===== src/rtl/memory_arbiter_pkg.sv =====
// Shared types and constants for the unified-memory arbiter.
// State encodings are 2 bits; DEFAULT_LATENCY is the stock memory latency.
package memory_arbiter_pkg;

    localparam int DEFAULT_LATENCY = 2;

    typedef enum logic [1:0] {
        ST_IDLE      = 2'd0,
        ST_SERVE_IF  = 2'd1,
        ST_SERVE_MEM = 2'd2,
        ST_DONE      = 2'd3
    } arb_state_e;

endpackage


===== src/rtl/memory_arbiter_access_timer.sv =====
// Loadable down-counter; o_done is high while the count is zero.
// Loaded on entry to a SERVE state, it marks the last memory cycle.
module access_timer #(
    parameter int W = 2
) (
    input  logic         clk,
    input  logic         reset,
    input  logic         i_load,
    input  logic [W-1:0] i_value,
    output logic         o_done
);

    logic [W-1:0] r_count;

    // Load on grant, otherwise count down and park at zero
    always_ff @(posedge clk) begin
        if (reset) begin
            r_count <= '0;
        end else if (i_load) begin
            r_count <= i_value;
        end else if (r_count != '0) begin
            r_count <= r_count - W'(1);
        end
    end

    assign o_done = (r_count == '0);

endmodule


===== src/rtl/memory_arbiter.sv =====
// Arbiter sharing one fixed-latency single-port memory between IF and MEM.
// MEM has strict priority; each access is SERVE for LATENCY cycles then DONE.
module memory_arbiter
    import memory_arbiter_pkg::*;
#(
    parameter int LATENCY    = DEFAULT_LATENCY,
    parameter int ADDR_WIDTH = 32,
    parameter int DATA_WIDTH = 32
) (
    input  logic                  clk,
    input  logic                  reset,
    input  logic                  ifReq,
    input  logic [ADDR_WIDTH-1:0] ifAddress,
    output logic                  ifReady,
    output logic [DATA_WIDTH-1:0] ifData,
    input  logic                  memReadReq,
    input  logic                  memWriteReq,
    input  logic [ADDR_WIDTH-1:0] memAddress,
    input  logic [DATA_WIDTH-1:0] memWriteData,
    output logic                  memReady,
    output logic [DATA_WIDTH-1:0] memReadData,
    output logic                  stallFetch,
    output logic                  stallMemory,
    output logic                  ramEnable,
    output logic                  ramWrite,
    output logic [ADDR_WIDTH-1:0] ramAddress,
    output logic [DATA_WIDTH-1:0] ramWriteData,
    input  logic [DATA_WIDTH-1:0] ramReadData
);

    localparam int CW = $clog2(LATENCY + 1);
    localparam logic [CW-1:0] LOAD_VAL = CW'(LATENCY - 1);

    arb_state_e            r_state;
    logic                  r_if_ready;
    logic                  r_mem_ready;
    logic [DATA_WIDTH-1:0] r_if_data;
    logic [DATA_WIDTH-1:0] r_mem_rdata;
    logic                  r_ram_en;
    logic                  r_ram_wr;
    logic [ADDR_WIDTH-1:0] r_ram_addr;
    logic [DATA_WIDTH-1:0] r_ram_wdata;

    logic w_mem_req;
    logic w_load;
    logic w_done;

    assign w_mem_req = memReadReq | memWriteReq;
    assign w_load    = (r_state == ST_IDLE) & (w_mem_req | ifReq);

    access_timer #(
        .W (CW)
    ) u_timer (
        .clk     (clk),
        .reset   (reset),
        .i_load  (w_load),
        .i_value (LOAD_VAL),
        .o_done  (w_done)
    );

    // Arbitration FSM; ram* hold latched request copies while serving
    always_ff @(posedge clk) begin
        if (reset) begin
            r_state     <= ST_IDLE;
            r_if_ready  <= 1'b0;
            r_mem_ready <= 1'b0;
            r_if_data   <= '0;
            r_mem_rdata <= '0;
            r_ram_en    <= 1'b0;
            r_ram_wr    <= 1'b0;
            r_ram_addr  <= '0;
            r_ram_wdata <= '0;
        end else begin
            r_if_ready  <= 1'b0;
            r_mem_ready <= 1'b0;
            unique case (r_state)
                ST_IDLE: begin
                    if (w_mem_req) begin
                        r_state     <= ST_SERVE_MEM;
                        r_ram_en    <= 1'b1;
                        r_ram_wr    <= memWriteReq;
                        r_ram_addr  <= memAddress;
                        r_ram_wdata <= memWriteData;
                    end else if (ifReq) begin
                        r_state     <= ST_SERVE_IF;
                        r_ram_en    <= 1'b1;
                        r_ram_wr    <= 1'b0;
                        r_ram_addr  <= ifAddress;
                        r_ram_wdata <= '0;
                    end
                end
                ST_SERVE_IF: begin
                    if (w_done) begin
                        r_state     <= ST_DONE;
                        r_if_data   <= ramReadData;
                        r_if_ready  <= 1'b1;
                        r_ram_en    <= 1'b0;
                        r_ram_wr    <= 1'b0;
                        r_ram_addr  <= '0;
                        r_ram_wdata <= '0;
                    end
                end
                ST_SERVE_MEM: begin
                    if (w_done) begin
                        r_state     <= ST_DONE;
                        if (!r_ram_wr) begin
                            r_mem_rdata <= ramReadData;
                        end
                        r_mem_ready <= 1'b1;
                        r_ram_en    <= 1'b0;
                        r_ram_wr    <= 1'b0;
                        r_ram_addr  <= '0;
                        r_ram_wdata <= '0;
                    end
                end
                ST_DONE: begin
                    r_state <= ST_IDLE;
                end
                default: begin
                    r_state <= ST_IDLE;
                end
            endcase
        end
    end

    assign ifReady      = r_if_ready;
    assign memReady     = r_mem_ready;
    assign ifData       = r_if_data;
    assign memReadData  = r_mem_rdata;
    assign ramEnable    = r_ram_en;
    assign ramWrite     = r_ram_wr;
    assign ramAddress   = r_ram_addr;
    assign ramWriteData = r_ram_wdata;

    assign stallFetch  = ifReq & ~r_if_ready;
    assign stallMemory = w_mem_req & ~r_mem_ready;

endmodule


===== config.mk =====
export PLATFORM = sky130hd
export DESIGN_NAME = memory_arbiter
export DESIGN_NICKNAME = d
export VERILOG_FILES = /design/src/rtl/memory_arbiter_pkg.sv /design/src/rtl/memory_arbiter_access_timer.sv /design/src/rtl/memory_arbiter.sv
export SDC_FILE = /design/constraint.sdc
export NUM_CORES = 1
export LEC_CHECK = 0
export BUFFER_PORTS_ARGS = -buffer_cell sky130_fd_sc_hd__buf_4
export CAP_MARGIN = 20
export CORE_ASPECT_RATIO = 0.5
export CORE_MARGIN = 4
export CORE_UTILIZATION = 40
export DETAILED_ROUTE_END_ITERATION = 6
export GPL_TIMING_DRIVEN = 0
export PLACE_DENSITY = 0.83
export SETUP_SLACK_MARGIN = 0.3
export SYNTH_ARGS = -nofsm -noshare
export SYNTH_HDL_FRONTEND = slang
export SYNTH_SLANG_ARGS = --single-unit

===== constraint.sdc =====
create_clock -name clk -period 2.31 [get_ports clk]
set_input_delay 0.231 -clock clk [delete_from_list [all_inputs] [get_ports clk]]
set_output_delay 0.231 -clock clk [all_outputs]
set_load 0.02 [all_outputs]

==> results of run 1 <==
==> cell type report <==
cell class                 instances  area (sq um)
fill                            1068          4630
sequential                       136          2720
multi-input combinational        392          2210
timing repair buffer             265          1990
clock buffer                      22           474
buffer                            48           243
tap                              170           213
clock inverter                    10           166
inverter                           5          18.8
==> per-layer routing <==
metal / GRT usage / vias to the layer above
met3: 0.0486 / 36
met4: 0.0898 / 0
met5: 0 / -
li1: - / 2577
met2: 0.393 / 160
met1: 0.259 / 2524
==> what timing repair did <==
action,CTS,global route
hold buffers,0,0
setup endpoints to repair,1,81
pin swaps,0,1
gates resized for setup,1,16
cloned,0,0
==> layout by cell type, fill, tap and decap left out, types with 2 or more instances in the layout <==
| cell | count |
|---|---|
| o21ai_0 | 31 |
| clkinv_4 | 2 |
| clkbuf_8 | 3 |
| buf_2 | 7 |
| nor2_1 | 4 |
| dfxtp_1 | 136 |
| nand4_1 | 32 |
| clkbuf_16 | 17 |
| buf_6 | 6 |
| bufinv_16 | 4 |
| buf_1 | 2 |
| o2bb2ai_1 | 32 |
| ha_1 | 4 |
| o21ai_1 | 4 |
| a21oi_1 | 66 |
| inv_1 | 4 |
| clkbuf_1 | 28 |
| buf_4 | 265 |
| clkinvlp_4 | 2 |
| clkbuf_2 | 7 |
| mux2i_1 | 32 |
| nor2b_1 | 2 |
| nand2_1 | 162 |
| o21a_1 | 2 |
| nor2_2 | 2 |
==> critical path, stage by stage (launching register included) <==
cell and delay, ns:
dfxtp_1 0.35, inv_1 0.09, ha_2 0.39, mux2_4 0.37, a21oi_4 0.25, buf_6 0.19, o2bb2ai_1 0.15
==> worst max path at each step <==
stage / start / end / cells past startpoint
after CTS: r_state[1] / ramAddress[28] / 6
after global routing: r_state[1] / ramAddress[28] / 6
after detailed placement: r_state[0] / ramAddress[6] / 6
after global placement: r_state[1] / ramAddress[6] / 6
after floorplan: r_state[1] / ramAddress[1] / 6
final: r_state[1] / ramAddress[28] / 6
==> report_power, final <==
part	internal, uW	total [uW]	switching, uW
sequential	3040	3420	383
clock	1900	2930	1030
combinational	1710	4180	2470
==> sequential cells by signal, indices dropped and copies added, names as in the netlist <==
name             cells
memReadData         32
ramAddress          32
memReady             1
ramWrite             1
r_state              2
ramWriteData        32
u_timer.r_count      2
ifReady              1
ramEnable            1
ifData              32
==> metrics by stage <==
step                 util  cells
floorplan               -    581
global route        0.635   1048
CTS                 0.633   1048
global placement    0.583   1016
detailed placement  0.583   1016
finish              0.635   1048
==> cell families after synthesis <==
group / after synthesis / synth area share
AND/OR/NAND/NOR: 212 / 0.179
XOR/XNOR: 1 / 0.00169
buffers and inverters: 53 / 0.0488
flip-flops: 136 / 0.526
multiplexers: 34 / 0.0662
adder cells (fa/ha/maj): 5 / 0.0121
AO/OA/AOI/OAI: 140 / 0.166
==> results.yml, run 1 <==
sta:
  worst_slack_ns: 0.429
  finalHoldViolations: 0
  setup_violations: 0
  report.final.slew_viol_count: 0
  rsz0062_at_grt: "true"
  max_slew_margin: 0.566
  worst_slew_pin_slew_ns: 0.643
  fin_crit_sh: 0.814
  period_minus_slack_ns: 1.88
  clock_skew_ns: 0.0118
  holdWs_ns: 0.0576
  tns_ns: 0
  fmax_ghz: 0.532
placement:
  port-buffer-count: 265
  placed_area_sq_um: 7380
  dp_slack_ns: 0.321
  hpwl_microns: 13100
  gp_congestion: 0.810
logic_synthesis:
  synth_commonest_cells: "nand2_1, dfxtp_1, a21oi_1"
  synth-edff-count: 0
  ys_types: 36
  synth_area_sq_um: 5180
  async_flop_share: 0
  synthCells: 581
  syn_avg_cell_area_sq_um: 8.91
  synth_top_cell_by_area: "dfxtp_1"
  synth-main-ff-cell: "dfxtp_1"
  synth_most_common_cell: "nand2_1"
  ys_ff_latch: 136
  yosys_warnings: 0
  synth_top_area_share: 0.526
  ys_seq_area_frac: 0.526
  synth_area_leaders: "dfxtp_1, nand2_1, a21oi_1"
  synth_nets: 719
die:
  rows: 29
  coreArea_sq_um: 12700
  fp.dieArea_sq_um: 14900
  boundaryPins: 267
  die_x_microns: 169
  chipHeight_microns: 88.4
  initial_core_util: 0.409
clock_network:
  clkSinkCount: 136
  cts-buffers-inserted: 17
  clk_path_buf_depth: 2
  htree_levels: 4
  cts_setup_buffers: 0
  cts_tree: "done"
  clkSlewWorstSetupHoldPaths_ns: 0.06
  clock-root-buffer: "clkbuf_16"
  clk_latency_ns: 0.41
route:
  firstDrtPassIters: 4
  wl_per_cell_microns: 16.3
  drc: 0
  met1_length_microns: 6950
  met2RoutedLength_microns: 8840
  routed-wl-met3_microns: 884
  antenna_left: 0
  drt_wl_total_microns: 17100
  drtIter0Drc: 292
  num_vias: 5297
  highest_layer: "met4"
  via_per_inst: 5.05
grt:
  grt_overflow: 0
  grt_pass1_vias: 5261
  grt_pass1_wl_microns: 26400
  grt_max_degree: 17
  antenna_found_initial: 0
  track_usage: 0.219
min_path:
  worstHoldPathCells: 3
  hp-start: "memWriteData[22]"
  min_to: "ramWriteData[22]"
  worstHoldPathType: "input pin to register"
critical_path:
  cp.required_ns: 2.63
  reg2reg_to: "ramAddress[28]"
  start_kind: "register"
  crit_type: "register to register"
  reg2reg_setup_slack_ns: 0.43
  cp.arrival_ns: 2.20
  path_max_fanout: 10
  reg2reg_from: "r_state[1]"
  endpoint_kind: "register"
  rr_worst_depth: 6
cells_and_area:
  final_nets: 1003
  drive_above_1_share: 0.371
  n_antenna_cell: 0
  final_area_sq_um: 8040
  area_delta_synth_final_pct: 55.3
power:
  vdd_drop_max_mv: 0.503
  p_total_uw: 10500
  power_density_nw_per_um2: 1310
  power_leakage_uw: 0.00346
outcome:
  status: "finished, final reports clean"
run:
  timing.max_cap.violations: 0
(Power assumes the default switching activity.)
==> run 2, diff against run 1 <==
Clock period 2.31 ns to 2 ns, I/O delays scaled along.
==> run 2 against run 1 <==
Clock-buffer cell count is the same. Via count grew 2.3%. Final cell count grew 1.2%. Clock skew shrank 0.0022 ns. Sequential power grew 16%. Non-clock buffer count grew 13. Core utilization grew 1.9 points. Worst setup slack lost 0.13 ns. Critical endpoint unchanged. Largest cell class unchanged.
==> results.yml, run 2 (synthesis results as in run 1) <==
outcome:
  status: "finished, final reports clean"
sta:
  rsz0062_at_grt: "true"
  worst_slew_pin_slew_ns: 0.715
  fin_crit_sh: 0.848
  worst_slack_ns: 0.303
  report.final.slew_viol_count: 0
  tns_ns: 0
  period_minus_slack_ns: 1.70
  setup_violations: 0
  max_slew_margin: 0.516
  holdWs_ns: 0.0278
  clock_skew_ns: 0.00958
  fmax_ghz: 0.589
  finalHoldViolations: 0
route:
  wl_per_cell_microns: 16.7
  drc: 0
  num_vias: 5419
  drt_wl_total_microns: 17700
  firstDrtPassIters: 4
  via_per_inst: 5.11
  drtIter0Drc: 309
  antenna_left: 0
placement:
  hpwl_microns: 13100
  placed_area_sq_um: 7380
  gp_congestion: 0.810
  port-buffer-count: 265
  dp_slack_ns: 0.0110
power:
  vdd_drop_max_mv: 0.653
  p_total_uw: 12700
  power_leakage_uw: 0.00359
  power_density_nw_per_um2: 1530
grt:
  track_usage: 0.223
  grt_pass1_wl_microns: 26900
  grt_overflow: 0
  grt_pass1_vias: 5323
  grt_max_degree: 17
  antenna_found_initial: 0
critical_path:
  crit_type: "register to register"
  cp_slowest_cell: "or4b_4"
  cp.arrival_ns: 2.03
  start_kind: "register"
  path_max_fanout: 8
  cp.required_ns: 2.33
  cpPeakStageDelay_ns: 0.48
  endpoint_kind: "register"
  path_cells: "inv_2 > ha_4 > or4b_4 > a21oi_4 > buf_12 > buf_8 > o2bb2ai_4"
cells_and_area:
  final_area_sq_um: 8280
  drive_above_1_share: 0.405
  final_nets: 1016
  layout_commonest_cell: "buf_4"
  area_delta_synth_final_pct: 59.9
  final_cell_mix: "buf_4, nand2_1, dfxtp_1"
  n_antenna_cell: 0
die:
  fp.dieArea_sq_um: 14900
  coreArea_sq_um: 12700
  boundaryPins: 267
  chipHeight_microns: 88.4
  rows: 29
  die_x_microns: 169
  initial_core_util: 0.409
clock_network:
  clk_path_buf_depth: 2
  clk_latency_ns: 0.41
  cts-buffers-inserted: 17
  clkSinkCount: 136
  cts_tree: "done"
  clkSlewWorstSetupHoldPaths_ns: 0.06
  htree_levels: 4
  clock-root-buffer: "clkbuf_16"
  cts_hold_buf: 0
min_path:
  worstHoldPathType: "input pin to register"
run:
  timing.max_cap.violations: 0
run 2: cell count changes in the layout (fill, tap and decap cells not counted), moves of 3 or more:
cell and change:
o21ai_0 -3, buf_4 +13, buf_8 +3, dfxtp_2 +3, clkbuf_4 +4, dfxtp_1 -3
o2bb2ai_1 -6, clkbuf_1 -10, o2bb2ai_2 +5, o21ai_1 +3
run 2: repair_timing:
item / 4_1_cts / 5_1_grt
gates cloned: 2 / 1
resized for setup: 24 / 47
setup endpoints to repair: 125 / 120
pin swaps: 2 / 2
setup buffers: 5 / 5
run 2: path summary, 6_finish.rpt:
kind | startpoint | end | slack [ns] | depth (start not counted)
worst max-delay path | r_state[1] | ramAddress[28] | 0.30 | 7
worst min-delay path | memWriteData[22] | ramWriteData[22] | 0.03 | 3
worst max register to register | r_state[1] | ramAddress[28] | 0.30 | 7
worst min register to register | ramWriteData[9] | ramWriteData[9] | 0.45 | 2
run 2: final cells by class:
class / count / area (sq um)
clock buffers: 22 / 474
multi-input cells: 392 / 2290
fillers: 1027 / 4390
repair buffers: 278 / 2100
flip-flops and latches: 136 / 2730
clock inverters: 10 / 166
inverters: 5 / 18.8
plain buffers: 48 / 287
well taps: 170 / 213
run 2: where the power goes:
part / switching, uW / leakage, uW / internal [uW]
Combinational: 3030 / 0.00217 / 2280
Clock: 1190 / 0.000307 / 2200
Sequential: 455 / 0.00111 / 3520
Total: 4670 / 0.00359 / 7990
run 2: critical path, delay by kind of cell, from the launching register on:
family / cells / cell delay (ns)
buffers and inverters: 3 / 0.37
adders and majority gates: 1 / 0.16
AOI/OAI and AO/OA: 2 / 0.29
DFF: 1 / 0.32
and+or+nand+nor: 1 / 0.48
run 2: per-stage QoR:
stage               cells  utilization
floorplan             581            -
global placement     1016        0.583
CTS                  1055        0.642
global route         1061        0.653
detailed placement   1016        0.583
finish               1061        0.653
run 2: per-layer routing:
metal	up-vias	wire (microns)	global-route usage
met5	-	0	0
met3	29	938	0.0477
met4	0	344	0.0891
met2	161	9310	0.402
li1	2605	-	-
met1	2624	7150	0.264
